===== src/rtl/rr_arb_mux.sv =====
// Arbiter-mux over 2^M valid/ready channels: round-robin or fixed priority,
// packet locking on per-channel last flags, one registered output stage.
//
//   state    | meaning
//   UNLOCKED | any valid channel may win the next grant
//   LOCKED   | mid-packet; only lock_ch_q may be granted until its last beat
module rr_arb_mux #(
  parameter int N    = 8,
  parameter int M    = 2,
  parameter int MODE = 0
) (
  input  logic                  clk,
  input  logic                  reset,
  input  logic [(1<<M)*N-1:0]   d,
  input  logic [(1<<M)-1:0]     in_valid,
  input  logic [(1<<M)-1:0]     in_last,
  output logic [(1<<M)-1:0]     in_ready,
  output logic [N-1:0]          y,
  output logic                  out_last,
  output logic [M-1:0]          out_sel,
  output logic                  out_valid,
  input  logic                  out_ready
);

  localparam int C = 1 << M;

  typedef enum logic {UNLOCKED, LOCKED} lock_e;

  lock_e        lock_q, lock_d;
  logic [M-1:0] lock_ch_q, lock_ch_d;
  logic [M-1:0] ptr_q, ptr_d;
  logic [M-1:0] sel_q, sel_d;
  logic [N-1:0] y_q, y_d;
  logic         last_q, last_d;
  logic         valid_q, valid_d;

  logic         load;
  logic         gvalid;
  logic         xfer;
  logic [M-1:0] gidx;
  logic [M-1:0] base;
  logic [M-1:0] idx;
  logic [C-1:0] grant;

  assign load = !valid_q || out_ready;
  assign base = (MODE == 1) ? '0 : ptr_q;

  // Search wraps naturally because idx is M bits wide.
  always_comb begin
    gvalid = 1'b0;
    gidx   = '0;
    idx    = '0;
    if (lock_q == LOCKED) begin
      gidx   = lock_ch_q;
      gvalid = in_valid[lock_ch_q];
    end else begin
      for (int k = 0; k < C; k++) begin
        idx = base + M'(k);
        if (!gvalid && in_valid[idx]) begin
          gvalid = 1'b1;
          gidx   = idx;
        end
      end
    end
  end

  always_comb begin
    grant = '0;
    for (int i = 0; i < C; i++) begin
      grant[i] = gvalid && (gidx == M'(i));
    end
  end

  assign in_ready = grant & {C{load & ~reset}};
  assign xfer     = load & gvalid & ~reset;

  always_comb begin
    lock_d    = lock_q;
    lock_ch_d = lock_ch_q;
    ptr_d     = ptr_q;
    sel_d     = sel_q;
    y_d       = y_q;
    last_d    = last_q;
    valid_d   = valid_q;
    if (load) begin
      valid_d = xfer;
    end
    if (xfer) begin
      y_d    = d[gidx*N +: N];
      last_d = in_last[gidx];
      sel_d  = gidx;
      if (in_last[gidx]) begin
        lock_d = UNLOCKED;
        if (MODE == 0) begin
          ptr_d = gidx + M'(1);
        end
      end else begin
        lock_d    = LOCKED;
        lock_ch_d = gidx;
      end
    end
  end

  always_ff @(posedge clk or posedge reset) begin
    if (reset) begin
      lock_q    <= UNLOCKED;
      lock_ch_q <= '0;
      ptr_q     <= '0;
      sel_q     <= '0;
      y_q       <= '0;
      last_q    <= 1'b0;
      valid_q   <= 1'b0;
    end else begin
      lock_q    <= lock_d;
      lock_ch_q <= lock_ch_d;
      ptr_q     <= ptr_d;
      sel_q     <= sel_d;
      y_q       <= y_d;
      last_q    <= last_d;
      valid_q   <= valid_d;
    end
  end

  assign y         = y_q;
  assign out_last  = last_q;
  assign out_sel   = sel_q;
  assign out_valid = valid_q;

endmodule


===== config.mk =====
export PLATFORM = sky130hd
export DESIGN_NAME = rr_arb_mux
export DESIGN_NICKNAME = d
export VERILOG_FILES = /design/src/rtl/rr_arb_mux.sv
export SDC_FILE = /design/constraint.sdc
export NUM_CORES = 1
export LEC_CHECK = 0
export CORE_MARGIN = 1.5
export CORE_UTILIZATION = 37
export CTS_CLUSTER_SIZE = 24
export DETAILED_ROUTE_END_ITERATION = 12
export PLACE_DENSITY_LB_ADDON = 0.08
export SLEW_MARGIN = 15
export SYNTH_ARGS = -nofsm -noshare
export SYNTH_HDL_FRONTEND = slang
export SYNTH_SLANG_ARGS = --single-unit

===== constraint.sdc =====
create_clock -name clk -period 2.05 [get_ports clk]
set_input_delay 0.41 -clock clk [delete_from_list [all_inputs] [get_ports clk]]
set_output_delay 0.41 -clock clk [all_outputs]
set_load 0.02 [all_outputs]

==> results of run 1 <==
[area by class of cell]
cell class              count  share of cell area, %
inverters                   3                  0.667
well taps                  44                   2.45
clock buffers               4                   1.17
multi-input cells          93                   39.4
repair buffers             85                   37.4
flip-flops and latches     17                   19.0
[worst paths after layout]
kind,from,end,slack [ns],depth (start not counted)
max in group asynchronous,reset,y[5],1.34,3
hold / removal,reset,out_sel[1],0.50,3
setup / recovery,lock_ch_q[0],in_ready[0],-0.20,5
min in group clk,out_valid,out_valid,0.51,2
hold reg to reg,out_valid,out_valid,0.51,2
setup reg to reg,base[1],out_last,0,7
[stage by stage]
| step | util [%] | cell area [um2] | power [W] |
|---|---|---|---|
| floorplan | - | 1250 | 0.00195 |
| global placement | 64.0 | 1990 | 0.00266 |
| detailed placement | 64.0 | 1990 | 0.00270 |
| CTS | 69.2 | 2150 | 0.00322 |
| global route | 72.5 | 2250 | 0.00373 |
| finish | 72.5 | 2250 | 0.00351 |
[placed cells by master (no fill, tap or decap), drive strengths merged]
cell type,synthesis,routed
mux2,11,11
clkbuf,1,6
mux2i,30,30
or2b,1,1
clkdlybuf4s50,0,50
o41a,1,1
a2bb2oi,1,1
a21oi,3,3
nand3,5,5
a221oi,2,2
clkdlybuf4s15,0,2
nor2,8,8
or2,2,2
dlygate4sd2,0,1
o31a,1,1
or3,1,1
dfrtp,17,17
buf,6,30
o21ai,6,6
o41ai,1,1
nor2b,2,2
a31oi,2,2
a32o,1,1
inv,3,2
o211ai,1,1
nand2,8,8
clkinvlp,0,1
nand2b,2,2
a221o,1,1
nor3,3,3
[per-layer routing]
layer  GRT usage [%]  vias to the layer above  wire [um]
met5               0                        -          0
met4            3.73                        0         14
met3            3.20                        2        212
met2            41.3                       46       2080
met1            27.7                      626       1570
li1                -                      610          -
[state kept, by name, summed over array words and instances, names as in the netlist]
| name | cells |
|---|---|
| y | 8 |
| base | 2 |
| lock_ch_q | 2 |
| out_sel | 2 |
| lock_q | 1 |
| out_last | 1 |
| out_valid | 1 |
[cells by family after synthesis]
family	synth area share, %
muxes	34.9
and+or+nand+nor	12.5
AOI/OAI and AO/OA	13.4
DFF	34.7
buffers and inverters	4.59
[timing repair]
item	in CTS	in global routing
buffers inserted	4	3
gates resized for setup	50	23
pin swaps	5	5
cloned	0	1
endpoints found under the setup margin	18	18
[where the power goes]
group	total (W)	switching, W	internal (W)
Sequential	0.000638	0.000131	0.000508
Combinational	0.00268	0.00120	0.00149
Clock	0.000187	0.000112	0.0000758
[critical path, delay by kind of cell, from the launching register on]
| family | cells | cell delay [ns] |
|---|---|---|
| simple gates | 1 | 0.07 |
| flops | 1 | 0.42 |
| mux | 1 | 0.37 |
| compound gates | 2 | 0.53 |
| buf+inv | 1 | 0.16 |
==> metrics, run 1 <==
status complete, but fails checks; violated checks negative setup slack; area added between synthesis and finish 83.4%; CTS tree done; routability congestion estimate 0.868; WL/cell 15.8 um; first-iteration detailed-routing DRC count 57; Layout Nets 246; Core Region 0.00310 mm2; DR pass1 iterations 4; clk sink count 17; clock skew 0.0140 ns; non-filler instance count after layout 246; layout cell share with drive strength beyond 1 34.2%; clock root cell clkbuf_4; sequential share of the synthesized area 34.7%; CP Max Fanout 3; setup ws final -0.203 ns; Post-Syn Area 0.00123 mm2; endpoints failing hold 0; Setup crit start kind register; Post-Place Setup Slack -0.911 ns; Final period util 110%; Synth area leaders dfrtp_1, mux2i_1, mux2_2; Mapped Cells 120; die area 0.00367 mm2; FP Rows 20; most frequent cell after synthesis mux2i_1; initial antenna violation count 0; first-pass GRT wire length 6200 um; count of final setup violators 7; fillers 273; H-tree depth 1; area of the multi-input gates 886 um2; Worst setup EP type output pin; vias in the first global route 1348; Hold WC Path Type in2async; fin crit period 2.25 ns; crit-path cells mux2_1 > a21oi_4 > a221o_1 > nor3_2 > buf_4; peak supply drop 988 uV; Rel. slew slack 77.5%; die width 60.6 um; leading cell types by count after synthesis mux2i_1, dfrtp_1, mux2_2; Crit path required time 1.64 ns; unrepaired setup endpoints after global routing yes; Tightest Pin Transition 0.336 ns; dpl cells 235; dpl hpwl 2710 um; #FFs+latches synth 17; final WL 3880 um; crit-path max cell delay 0.42 ns; Global Route Usage Sum 22.3%; detailed-route DRC error count 0; Die Ht 60.6 um; Clock Tree Buf Depth 2; critical path's slowest cell dfrtp_1; FF+latch area 427 um2; Max Freq 444 MHz; area leader, netlist dfrtp_1; Initial Utilization 39.6%; critical path class reg2out; CP arrival 1.84 ns; DRT antenna net count 0; gr ovfl total 0; max_cap viols 0; Top FF cell, synth dfrtp_1; Inserted Diodes 0; Clock transition at path regs 0.11 ns; Syn. warnings 0; port bufs 58; pwr dens 1560 mW/mm2; Worst-Skew Late Latency 0.30 ns; Num CTS Buffers 3; DR vias 1284; Synth Area per Inst 10.2 um2; post-synth top area share 34.7%; Static Leak 0.962 nW; number of synthesized flops with an enable pin 0; pin count of the biggest net entering global routing 18; distinct cell type count of the synthesized netlist 33; DR vias/cell 5.22; Syn Nets 163; max-slew violations 0; hold buffer count at CTS 0; Fin Setup TNS -0.654 ns; Async SR Flop Fraction 100%; # IOs 59; hold slack 0.496 ns
Power figures use the tool's default switching activity.
==> inputs of run 2 (changes only) <==
Settings changed: REMOVE_ABC_BUFFERS set to 1.
==> run 2 against run 1 <==
Compared with the run above:
- highest routed layer unchanged
- worst hold slack lost 0.039 ns
- via count shrank 2.3%
- sequential power shrank 1%
- fmax grew 1.8%
- sequential share of layout area grew 1.1 points
- register-to-register slack lost 0.13 ns
- die area is the same
- first-iteration DRC count grew 91%
- cell count shrank 1.2%
- critical path depth is the same
- core utilization shrank 4.2 points
- the flow still finishes with violations (negative setup slack)
==> metrics, run 2 (synthesis results as in run 1) <==
die area 0.00367 mm2; endpoints failing hold 0; pwr dens 1530 mW/mm2; Final Util 68.3%; port bufs 58; CTS tree done; Final period util 108%; Rel. slew slack 66.7%; fillers 273; Worst setup EP type output pin; pin count of the biggest net entering global routing 18; setup ws final -0.163 ns; max-slew violations 0; Layout Nets 243; FP Rows 20; area added between synthesis and finish 72.7%; Setup crit start kind register; Core Region 0.00310 mm2; clk sink count 17; most frequent cells in the layout clkdlybuf4s50_1, mux2i_1, buf_4; CP arrival 1.80 ns; initial antenna violation count 0; vias in the first global route 1391; critical path class reg2out; DR vias 1255; Tightest Pin Transition 0.496 ns; dpl hpwl 2680 um; clock root cell clkbuf_4; Num CTS Buffers 3; fin crit period 2.21 ns; final WL 3610 um; Max Freq 452 MHz; H-tree depth 1; Worst-Skew Late Latency 0.30 ns; status complete, but fails checks; peak supply drop 714 uV; DR pass1 iterations 4; Fin Setup TNS -1.01 ns; placed instance area 0.00196 mm2; Hold WC Path Type in2async; # IOs 59; violated checks negative setup slack; Design Area, Final 0.00212 mm2; Clock transition at path regs 0.11 ns; most common cell after layout, fill and taps aside clkdlybuf4s50_1; count of final setup violators 12; gr ovfl total 0; Inserted Diodes 0; clock skew 0.00783 ns; first-pass GRT wire length 6000 um; first-iteration detailed-routing DRC count 109; DR vias/cell 5.16; Initial Utilization 39.6%; routability congestion estimate 0.866; detailed-route DRC error count 0; max_cap viols 0; unrepaired setup endpoints after global routing yes; CP Max Fanout 3; Die Ht 60.6 um; Crit path required time 1.64 ns; Clock Tree Buf Depth 2; Global Route Usage Sum 22.1%; DRT antenna net count 0; die width 60.6 um; Static Leak 0.920 nW; WL/cell 14.9 um; layout cell share with drive strength beyond 1 30.2%; Post-Place Setup Slack -0.975 ns; Largest register FFs 8
-- run 2: repair_timing --
item | in CTS | in global routing
setup buffers | 6 | 0
pin swaps | 6 | 9
hold endpoints to repair | 0 | 0
hold buffers | 0 | 0
gates resized for setup | 46 | 10
endpoints found under the setup margin | 18 | 18
cloned | 0 | 0
-- run 2: routing by layer --
layer / vias to the layer above / routed length [um] / global-route usage [%]
met3: 6 / 200 / 3.20
met5: - / 0 / 0
li1: 599 / - / -
met1: 600 / 1420 / 24.4
met4: 0 / 45 / 7.14
met2: 50 / 1940 / 42.7
-- run 2: stage by stage --
stage                     power [W]  hold WS (ns)  cells
after global routing        0.00346         0.480    243
after CTS                   0.00318         0.461    243
after detailed placement    0.00269         0.491    234
after global placement      0.00265         0.485    234
after floorplan             0.00184         0.344    113
final                       0.00323         0.457    243
-- run 2: worst paths after layout --
path                               from           to  slack, ns  cells past startpoint
max                        lock_ch_q[0]  in_ready[1]      -0.16                      5
min                               reset         y[7]       0.46                      3
max reg2reg                     base[1]     out_last      -0.13                      8
min reg2reg                        y[5]         y[5]       0.51                      1
max in group asynchronous         reset         y[0]       1.39                      3
min in group clk                   y[5]         y[5]       0.51                      1
-- run 2: cell type report --
cell class              instances  area, um2  share of cell area [%]
flip-flops and latches         17        425                    20.1
repair buffers                 82        749                    35.4
well taps                      44       55.1                    2.60
multi-input cells              93        851                    40.1
clock buffers                   3       22.5                    1.06
clock inverters                 1       5.00                   0.236
inverters                       3       11.3                   0.531
-- run 2: critical path, stage by stage (launching register included) --
cell,delay [ns]
dfrtp_1,0.43
mux2_1,0.34
a21oi_2,0.25
a221o_1,0.26
nor3_2,0.07
buf_4,0.16
-- run 2: power by group --
group	leakage, nW	switching [W]	internal (W)
clock network	0.0177	0.000114	0.0000726
logic	0.706	0.00111	0.00131
registers	0.196	0.000125	0.000505
total	0.920	0.00135	0.00189
==> inputs of run 3 (changes only) <==
Settings changed: CORE_UTILIZATION 37 to 40, PLACE_DENSITY set to 0.79, PLACE_DENSITY_LB_ADDON 0.08 to unset.
Clock period 2.05 ns to 2.6 ns, I/O delays scaled along.
==> run 3 against run 2 <==
Compared with the run above:
- critical endpoint unchanged
- count of clock-buffer cells in the layout unchanged
- power decreased by 32%
- routed wire length is 10% lower
- the flow now finishes without violations
- sequential share of layout area rose by 1.9 points
- flip-flop and latch count stayed put
- worst hold slack better by 0.061 ns
- core utilization up 0.11 points
==> metrics, run 3 (synthesis results as in run 1) <==
port bufs 58; Inserted Diodes 0; WL/cell 14.8 um; count of final setup violators 0; # IOs 59; clk sink count 17; Setup crit start kind primary input; die area 0.00341 mm2; Largest register FFs 8; die width 58.4 um; dpl hpwl 2540 um; Crit path required time 2.08 ns; Initial Utilization 43.4%; DRT antenna net count 0; most common cell after layout, fill and taps aside clkdlybuf4s50_1; Worst-Skew Late Latency 0.29 ns; pwr dens 1130 mW/mm2; Global Route Usage Sum 20.9%; fin crit period 2.54 ns; max_cap viols 0; Tightest Pin Transition 0.418 ns; Hold WC Path Type reg2reg; Worst setup EP type output pin; most frequent CP cell buf_4; gr ovfl total 0; H-tree depth 1; crit-path max cell delay 0.40 ns; area of the multi-input gates 773 um2; DR pass1 iterations 4; hold buffer count at CTS 0; FF+latch area 425 um2; DR vias/cell 5.54; non-filler instance count after layout 219; endpoints failing hold 0; dpl cells 215; peak supply drop 555 uV; Rel. slew slack 71.9%; Design Area, Final 0.00194 mm2; layout cell share with drive strength beyond 1 20.7%; first-iteration detailed-routing DRC count 26; placed instance area 0.00190 mm2; unrepaired setup endpoints after global routing no; Static Leak 0.859 nW; Buf/Inv on CP 3; Layout Nets 232; Final period util 97.6%; crit-path cells dlygate4sd2_1 > buf_4 > mux2_4 > a21oi_4 > a221o_1 > nor3_2 > buf_4; Clock transition at path regs 0.11 ns; vias in the first global route 1217; clock skew 0.00530 ns; critical path class in2out; Die Ht 58.4 um; Max Freq 394 MHz; DR vias 1213; initial antenna violation count 0; area added between synthesis and finish 57.7%; CP arrival 2.02 ns; status finished, final reports clean; delay-heaviest family, CP buffers and inverters; max-slew violations 0; Num CTS Buffers 3; detailed-route DRC error count 0; final WL 3240 um; fillers 224; CTS tree done; critical path's slowest cell a221o_1; FP Rows 19; Core Region 0.00283 mm2; CP Max Fanout 5; Clock Tree Buf Depth 2; first-pass GRT wire length 5440 um; clock root cell clkbuf_4; post-CTS setup-driven buffer insertion count 0; most frequent cells in the layout clkdlybuf4s50_1, mux2i_1, dfrtp_1; routability congestion estimate 0.907; pin count of the biggest net entering global routing 21
[run 3: cell types whose count changed in the layout (fill, tap and decap cells not counted), sizes merged]
cell / change
buf: -12
dlygate4sd2: +3
clkbuf: -2
[run 3: metal layers]
metal | part of all wire, % | track usage (%) | up-vias
met5 | 0 | 0 | -
met4 | 1.7 | 6.98 | 0
met1 | 39 | 24.2 | 579
met3 | 7.6 | 4.84 | 6
li1 | - | - | 583
met2 | 51 | 37.7 | 45
[run 3: layout make-up]
class | instances | area share, %
Tap cell | 31 | 2.00
Clock buffer | 3 | 1.16
Multi-Input combinational cell | 93 | 39.9
Inverter | 3 | 0.582
Clock inverter | 1 | 0.259
Sequential cell | 17 | 22.0
Timing Repair Buffer | 71 | 34.1
[run 3: report_power, final]
part	internal [W]	switching [W]
Combinational	0.000784	0.000751
Sequential	0.000398	0.000106
Clock	0.0000571	0.0000882
Total	0.00124	0.000945
[run 3: metrics by stage]
step                setup TNS, ns  worst slack [ns]  total power, W  hold WS [ns]  util (%)
finish                          0            0.0615         0.00218         0.517      68.4
floorplan                  -0.148           -0.0742         0.00145         0.454         -
detailed placement          -4.18            -0.661         0.00202         0.496      67.1
global route                    0            0.0172         0.00234         0.537      68.4
global placement            -2.97            -0.553         0.00198         0.492      67.1
CTS                             0            0.0840         0.00219         0.521      68.3
[run 3: path summary, 6_finish.rpt]
| kind | from | end | slack, ns | cells past startpoint |
|---|---|---|---|---|
| setup / recovery | in_valid[2] | in_ready[1] | 0.06 | 7 |
| hold / removal | y[7] | y[7] | 0.52 | 1 |
| setup reg to reg | base[1] | base[0] | 0.38 | 8 |
| hold reg to reg | y[7] | y[7] | 0.52 | 1 |
| max in group asynchronous | reset | base[1] | 1.83 | 3 |
| min in group asynchronous | reset | out_last | 0.57 | 3 |
[run 3: timing repair]
action	in CTS	in global routing
setup endpoints to repair	4	1
pin swaps	4	0
gates resized for setup	30	1
